--- src/rtl/pmu_counter_bank.sv ---
// PMU event counter bank: one counter per event bit, with load, sticky overflow and irq.
// Optional overflow interrupt is built when PMU_OVF_IRQ_EN is defined; otherwise irq_o is 0.
module pmu_counter_bank #(
    parameter int N_COUNTERS = 24,
    parameter int REG_WIDTH  = 32
) (
    input  logic                            clk_i,
    input  logic                            rst_i,
    input  logic [N_COUNTERS-1:0]           events_i,
    input  logic                            en_i,
    input  logic                            softrst_i,
    input  logic [N_COUNTERS-1:0]           we_i,
    input  logic [N_COUNTERS*REG_WIDTH-1:0] wdata_i,
    input  logic [N_COUNTERS-1:0]           ovf_clr_i,
    input  logic [N_COUNTERS-1:0]           ovf_mask_i,
    output logic [N_COUNTERS*REG_WIDTH-1:0] counter_o,
    output logic [N_COUNTERS-1:0]           ovf_o,
    output logic                            irq_o
);

    localparam logic [REG_WIDTH-1:0] ONE = 1;

    logic [N_COUNTERS-1:0][REG_WIDTH-1:0] cnt_q;
    logic [N_COUNTERS-1:0][REG_WIDTH-1:0] cnt_d;
    logic [N_COUNTERS-1:0]                ovf_q;
    logic [N_COUNTERS-1:0]                ovf_d;
    logic [N_COUNTERS-1:0]                inc;
    logic [N_COUNTERS-1:0]                wrap;

    // Next-state per counter: load beats increment; a wrap sets the flag over a clear.
    always_comb begin
        cnt_d = cnt_q;
        ovf_d = ovf_q;
        inc   = '0;
        wrap  = '0;
        for (int k = 0; k < N_COUNTERS; k++) begin
            inc[k]  = en_i & events_i[k] & ~we_i[k];
            wrap[k] = inc[k] & (&cnt_q[k]);
            if (we_i[k]) begin
                cnt_d[k] = wdata_i[k*REG_WIDTH +: REG_WIDTH];
            end else if (inc[k]) begin
                cnt_d[k] = cnt_q[k] + ONE;
            end
            if (wrap[k]) begin
                ovf_d[k] = 1'b1;
            end else if (ovf_clr_i[k]) begin
                ovf_d[k] = 1'b0;
            end
        end
    end

    // Counter and flag registers; softrst clears everything ahead of loads and events.
    always_ff @(posedge clk_i or posedge rst_i) begin
        if (rst_i) begin
            cnt_q <= '0;
            ovf_q <= '0;
        end else if (softrst_i) begin
            cnt_q <= '0;
            ovf_q <= '0;
        end else begin
            cnt_q <= cnt_d;
            ovf_q <= ovf_d;
        end
    end

    assign counter_o = cnt_q;
    assign ovf_o     = ovf_q;

`ifdef PMU_OVF_IRQ_EN
    logic irq_q;

    // Interrupt follows the registered flags one cycle later, gated by the mask.
    always_ff @(posedge clk_i or posedge rst_i) begin
        if (rst_i) begin
            irq_q <= 1'b0;
        end else if (softrst_i) begin
            irq_q <= 1'b0;
        end else begin
            irq_q <= |(ovf_q & ovf_mask_i);
        end
    end

    assign irq_o = irq_q;
`else
    logic unused_mask;

    assign unused_mask = ^ovf_mask_i;
    assign irq_o       = 1'b0;
`endif

endmodule

--- config.mk ---
export PLATFORM = sky130hd
export DESIGN_NAME = pmu_counter_bank
export DESIGN_NICKNAME = d
export VERILOG_FILES = /design/src/rtl/pmu_counter_bank.sv
export SDC_FILE = /design/constraint.sdc
export NUM_CORES = 2
export LEC_CHECK = 0
export CAP_MARGIN = 30
export CORE_AREA = 5 5 637 639
export DETAILED_ROUTE_END_ITERATION = 8
export DIE_AREA = 0 0 642 644
export PLACE_DENSITY = 0.38
export SETUP_SLACK_MARGIN = 0.2
export SLEW_MARGIN = 5
export SYNTH_ARGS = -nofsm -noshare
export SYNTH_HDL_FRONTEND = slang
export SYNTH_SLANG_ARGS = --single-unit
--- constraint.sdc ---
create_clock -name clk_i -period 38.7 [get_ports clk_i]
set_input_delay 7.74 -clock clk_i [delete_from_list [all_inputs] [get_ports clk_i]]
set_output_delay 7.74 -clock clk_i [all_outputs]
set_load 0.005 [all_outputs]
### Yosys cells after proc, flatten, opt, wreduce, memory -nomap -nowiden

Index checks and enable logic that the tools add are counted.

| operators by class | value |
|---|---|
| $add $sub $neg | 24 |
| multiplexer cells | 98 |
| bitwise logic cells | 96 |
| reduce and logical (&&, ||, !) cells | 72 |

Operators with widths:

| cell | number |
|---|---|
| 32-bit two-way mux | 48 |
| 32-bit by 1-bit adder with 32-bit output, second input constant | 24 |
| 768-bit two-way mux | 1 |
| 32-bit AND reduction | 24 |
| 3-bit nonzero test | 48 |
| 1-bit AND | 72 |
| 1-bit two-way mux | 48 |
| 24-bit two-way mux | 1 |
| 1-bit NOT | 24 |

| storage, ports and cells | value |
|---|---|
| bits in registers | 792 |
| output and inout bits | 793 |

### Logic depth before layout (Yosys ltp)

| depth | value |
|---|---|
| depth in word-level cells | 5 |
| depth in mapped cells | 10 |

### Worst setup path before layout

No wires, ideal clock.

| path | value |
|---|---|
| path type | input-to-reg |
| start | input port events_i[11] |
| end | register ovf_q[11], in the netlist ovf_o[11] |
| library setup time | 78 ps |
| arrival | 9603 ps |
| required time | 38622 ps |
| path slack | 29019 ps |
| stages on the path | 7 |
| path through | nand4_1 -> or3_1 -> clkbuf_1 -> or3_1 -> clkbuf_1 -> or4b_1 -> a21oi_1 |

| on the way | value |
|---|---|
| longest elaborated chain between the ends | 5 |
| elaborated cells on any way between the ends | 6 |

Ends and longest elaborated chain:

| item | RTL line | RTL |
|---|---|---|
| from (decl) | 9 | `input logic [N_COUNTERS-1:0] events_i,` |
| 1-bit AND * (2 in a row) | 37 | `inc[k] = en_i & events_i[k] & ~we_i[k];` |
| 1-bit AND * | 38 | `wrap[k] = inc[k] & (&cnt_q[k]);` |
| 1-bit two-way mux | 44 | `if (wrap[k]) begin` |
| 24-bit two-way mux | 57 | `end else if (softrst_i) begin` |
| to (signal assigned) | 62 | `ovf_q <= ovf_d;` |
| to (decl) | 25 | `logic [N_COUNTERS-1:0] ovf_q;` |

Mark *: on every way between the ends. The rest lies on a longest branch, timed or not.
A chain may end at the register's enable or synchronous reset.

==> impl_metrics.env <==
export IMPL_r2r_start="counter_o[34]"
export IMPL_r2r_end="counter_o[63]"
export IMPL_ir_drop_mv=0.0385
export IMPL_grt_max_degree=117
export IMPL_synth_commonest_cells="dfrtp_1, nor2_1, nand2_1"
export IMPL_post_route_period_util_pct=29.4
export IMPL_finalClockSkew_ns=0.0467
export IMPL_clock_path_buffers=4
export IMPL_gp_congestion=0.918
export IMPL_ys_flop_type="dfrtp_1"
export IMPL_nets=7824
export IMPL_track_usage_pct=17.8
export IMPL_rows=232
export IMPL_synth_area_mm2=0.0469
export IMPL_hold_viol=0
export IMPL_cp_startpoint="rst_i"
export IMPL_worstMarginPinSlew_ns=1.08
export IMPL_hpwlAfterDp_mm=323
export IMPL_syn_instance_count=5400
export IMPL_p_leak_nw=26.6
export IMPL_holdWs_ns=0.541
export IMPL_cts_sinks=792
export IMPL_internal_power_mw=1.79
export IMPL_hp_class="reg2reg"
export IMPL_cts_root_buffer="clkbuf_16"
export IMPL_synth_nets=6292
export IMPL_maxSlewHeadroom_pct=27.6
export IMPL_first_iter_violations=3933
export IMPL_crit_path_end="counter_o[250]"
export IMPL_place_inst=12100
export IMPL_p_sw_share_pct=30.9
export IMPL_drv_slew=0
export IMPL_grt_pass1_vias=51100
export IMPL_grt_pass1_wl_mm=507
export IMPL_crit_type="in2async"
export IMPL_comb_power_share_pct=18.1
export IMPL_drc_errors=0
export IMPL_synth_edff_count=0
export IMPL_die_area_mm2=0.413
export IMPL_pwr_share_seq_pct=37.4
export IMPL_antenna_found_initial=239
export IMPL_worstPathMaxFanout=116
export IMPL_grt_setup_unrepaired="false"
export IMPL_cts_setup_buffers=0
export IMPL_clkTransAtPathRegs_ns=0.06
export IMPL_reg2reg_depth=5
export IMPL_setup_viol_count_final=0
export IMPL_yosysWarnings=0
export IMPL_setup_tns_ns=0
export IMPL_ios=1661
export IMPL_fmax_mhz=87.9
export IMPL_gr_total_overflow=0
export IMPL_final_util_pct=18.5
export IMPL_vias=51800
export IMPL_rrSetupSlack_ns=35.44
export IMPL_wl_per_cell_um=31.0
export IMPL_insertion_delay_ns=0.87
export IMPL_via_per_inst=4.17
export IMPL_start_util_pct=11.8
export IMPL_cts_tree="yes"
export IMPL_instances_no_fill=12400
export IMPL_cts_buffers_inserted=120
export IMPL_cts_repair_resized=0
export IMPL_syn_avg_cell_area_um2=8.68
export IMPL_synth_area_leaders="dfrtp_1, xor2_1, a211oi_1"
export IMPL_ys_async_sr_fraction_pct=100
export IMPL_cp_required_ns=39.57
export IMPL_start_kind="input port"
export IMPL_maxCapViolCount=0
export IMPL_ys_seq_elements=792
export IMPL_synth_seq_area_share_pct=42.3
export IMPL_yosysMostFrequentCell="dfrtp_1"
export IMPL_cts_hold_buf=0
export IMPL_layout_min_cycle_time_ns=11.37
export IMPL_netlist_area_leader_share_pct=42.3
export IMPL_coreArea_mm2=0.399
export IMPL_io_buffers=1635
export IMPL_area_growth_pct=57.6
export IMPL_p_sw_uw=799
export IMPL_p_clk_share_pct=44.5
export IMPL_cp_arrival_ns=12.25
export IMPL_die_w_um=642
export IMPL_power_density_mw_per_mm2=35.0
export IMPL_wl_mm=385
export IMPL_status="complete, no violations"
export IMPL_die_y_um=644
export IMPL_crit_path_end_kind="async pin"
export IMPL_synth_top_cell_by_area="dfrtp_1"
export IMPL_synth_cell_type_count=71
export IMPL_drive_above_1_share_pct=4.77
export IMPL_cts_max_level=3
export IMPL_dr_pass1_iters=5
export IMPL_drtAntennaViolNets=0
## through the flow
stage	worst slack, ns	cell area [µm²]	total power [mW]
floorplan	8.72	46900	1.10
global placement	25.91	69300	1.45
detailed placement	25.84	69600	1.46
CTS	26.77	73600	2.65
global route	26.66	73800	2.69
finish	27.33	73900	2.59
## sequential cells by signal, indices dropped and copies added, names as in the netlist
signal	count
ovf_o	24
counter_o	768
## worst max-delay path, stage by stage
cell and delay (ns):
clkdlybuf4s50_1 0.49, inv_8 0.39, buf_12 0.53, buf_4 0.70, buf_4 0.74, buf_4 0.31, buf_16 0.28, buf_4 0.64
## how the worst min path moves through the flow
stage                        start        endpoint  slack, ns  cells past startpoint
global route             ovf_o[11]       ovf_o[11]       0.56                      2
detailed placement       ovf_o[12]       ovf_o[12]       0.54                      2
floorplan           counter_o[286]  counter_o[286]       0.51                      1
finish                    ovf_o[8]        ovf_o[8]       0.54                      2
CTS                      ovf_o[12]       ovf_o[12]       0.55                      2
global placement         ovf_o[18]       ovf_o[18]       0.53                      2
## final cells by class
type                    count  area, µm²
diodes                    128        320
clock buffers             182       3590
clock inverters            32        393
fillers                 44600     325000
inverters                  98        380
multi-input cells        4185      25500
flip-flops and latches    792      19800
well taps                5265       6590
repair buffers           1735      17300
## cells by family (layout without fill, tap and decap cells)
kind of cell / count (synthesis) / in the layout / share of synthesized area (%)
other cells: 1 / 129 / 0.00800
compound gates: 916 / 916 / 13.3
xor+xnor: 638 / 638 / 11.9
fa+ha+maj: 24 / 24 / 0.640
mux: 64 / 64 / 1.37
buf+inv: 423 / 2047 / 3.42
flops: 792 / 792 / 42.3
simple gates: 2542 / 2542 / 27.1
## power groups by stage
stage                     Combinational (mW)  Sequential, mW  Clock, mW
after floorplan                        0.145           0.952          0
after CTS                              0.480           0.966       1.20
after global routing                   0.499           0.976       1.22
after global placement                 0.475           0.979          0
after detailed placement               0.477           0.980          0
final                                  0.468           0.968       1.15
## cell usage in the layout, fill, tap and decap left out, types with 122 or more instances in the layout
cell type / Yosys / final
xor2_1: 354 / 354
diode_2: 0 / 128
a211oi_1: 386 / 386
clkdlybuf4s50_1: 0 / 1631
dfrtp_1: 792 / 792
nand4_1: 303 / 303
clkbuf_16: 0 / 122
a21oi_1: 252 / 252
nand3_1: 301 / 301
nand2_1: 539 / 539
xnor2_1: 284 / 284
nor2_1: 723 / 723
## layer usage
| metal | vias up | GRT usage [%] | part of all wire (%) | wire length [µm] |
|---|---|---|---|---|
| met3 | 588 | 5.18 | 7.3 | 28200 |
| met5 | - | 0 | 0.18 | 685 |
| met4 | 108 | 7.55 | 4.4 | 16800 |
| met2 | 2038 | 30.0 | 49 | 187000 |
| met1 | 26200 | 20.9 | 40 | 153000 |
| li1 | 22800 | - | - | - |
Note: power is estimated with default switching activity, not from simulation.
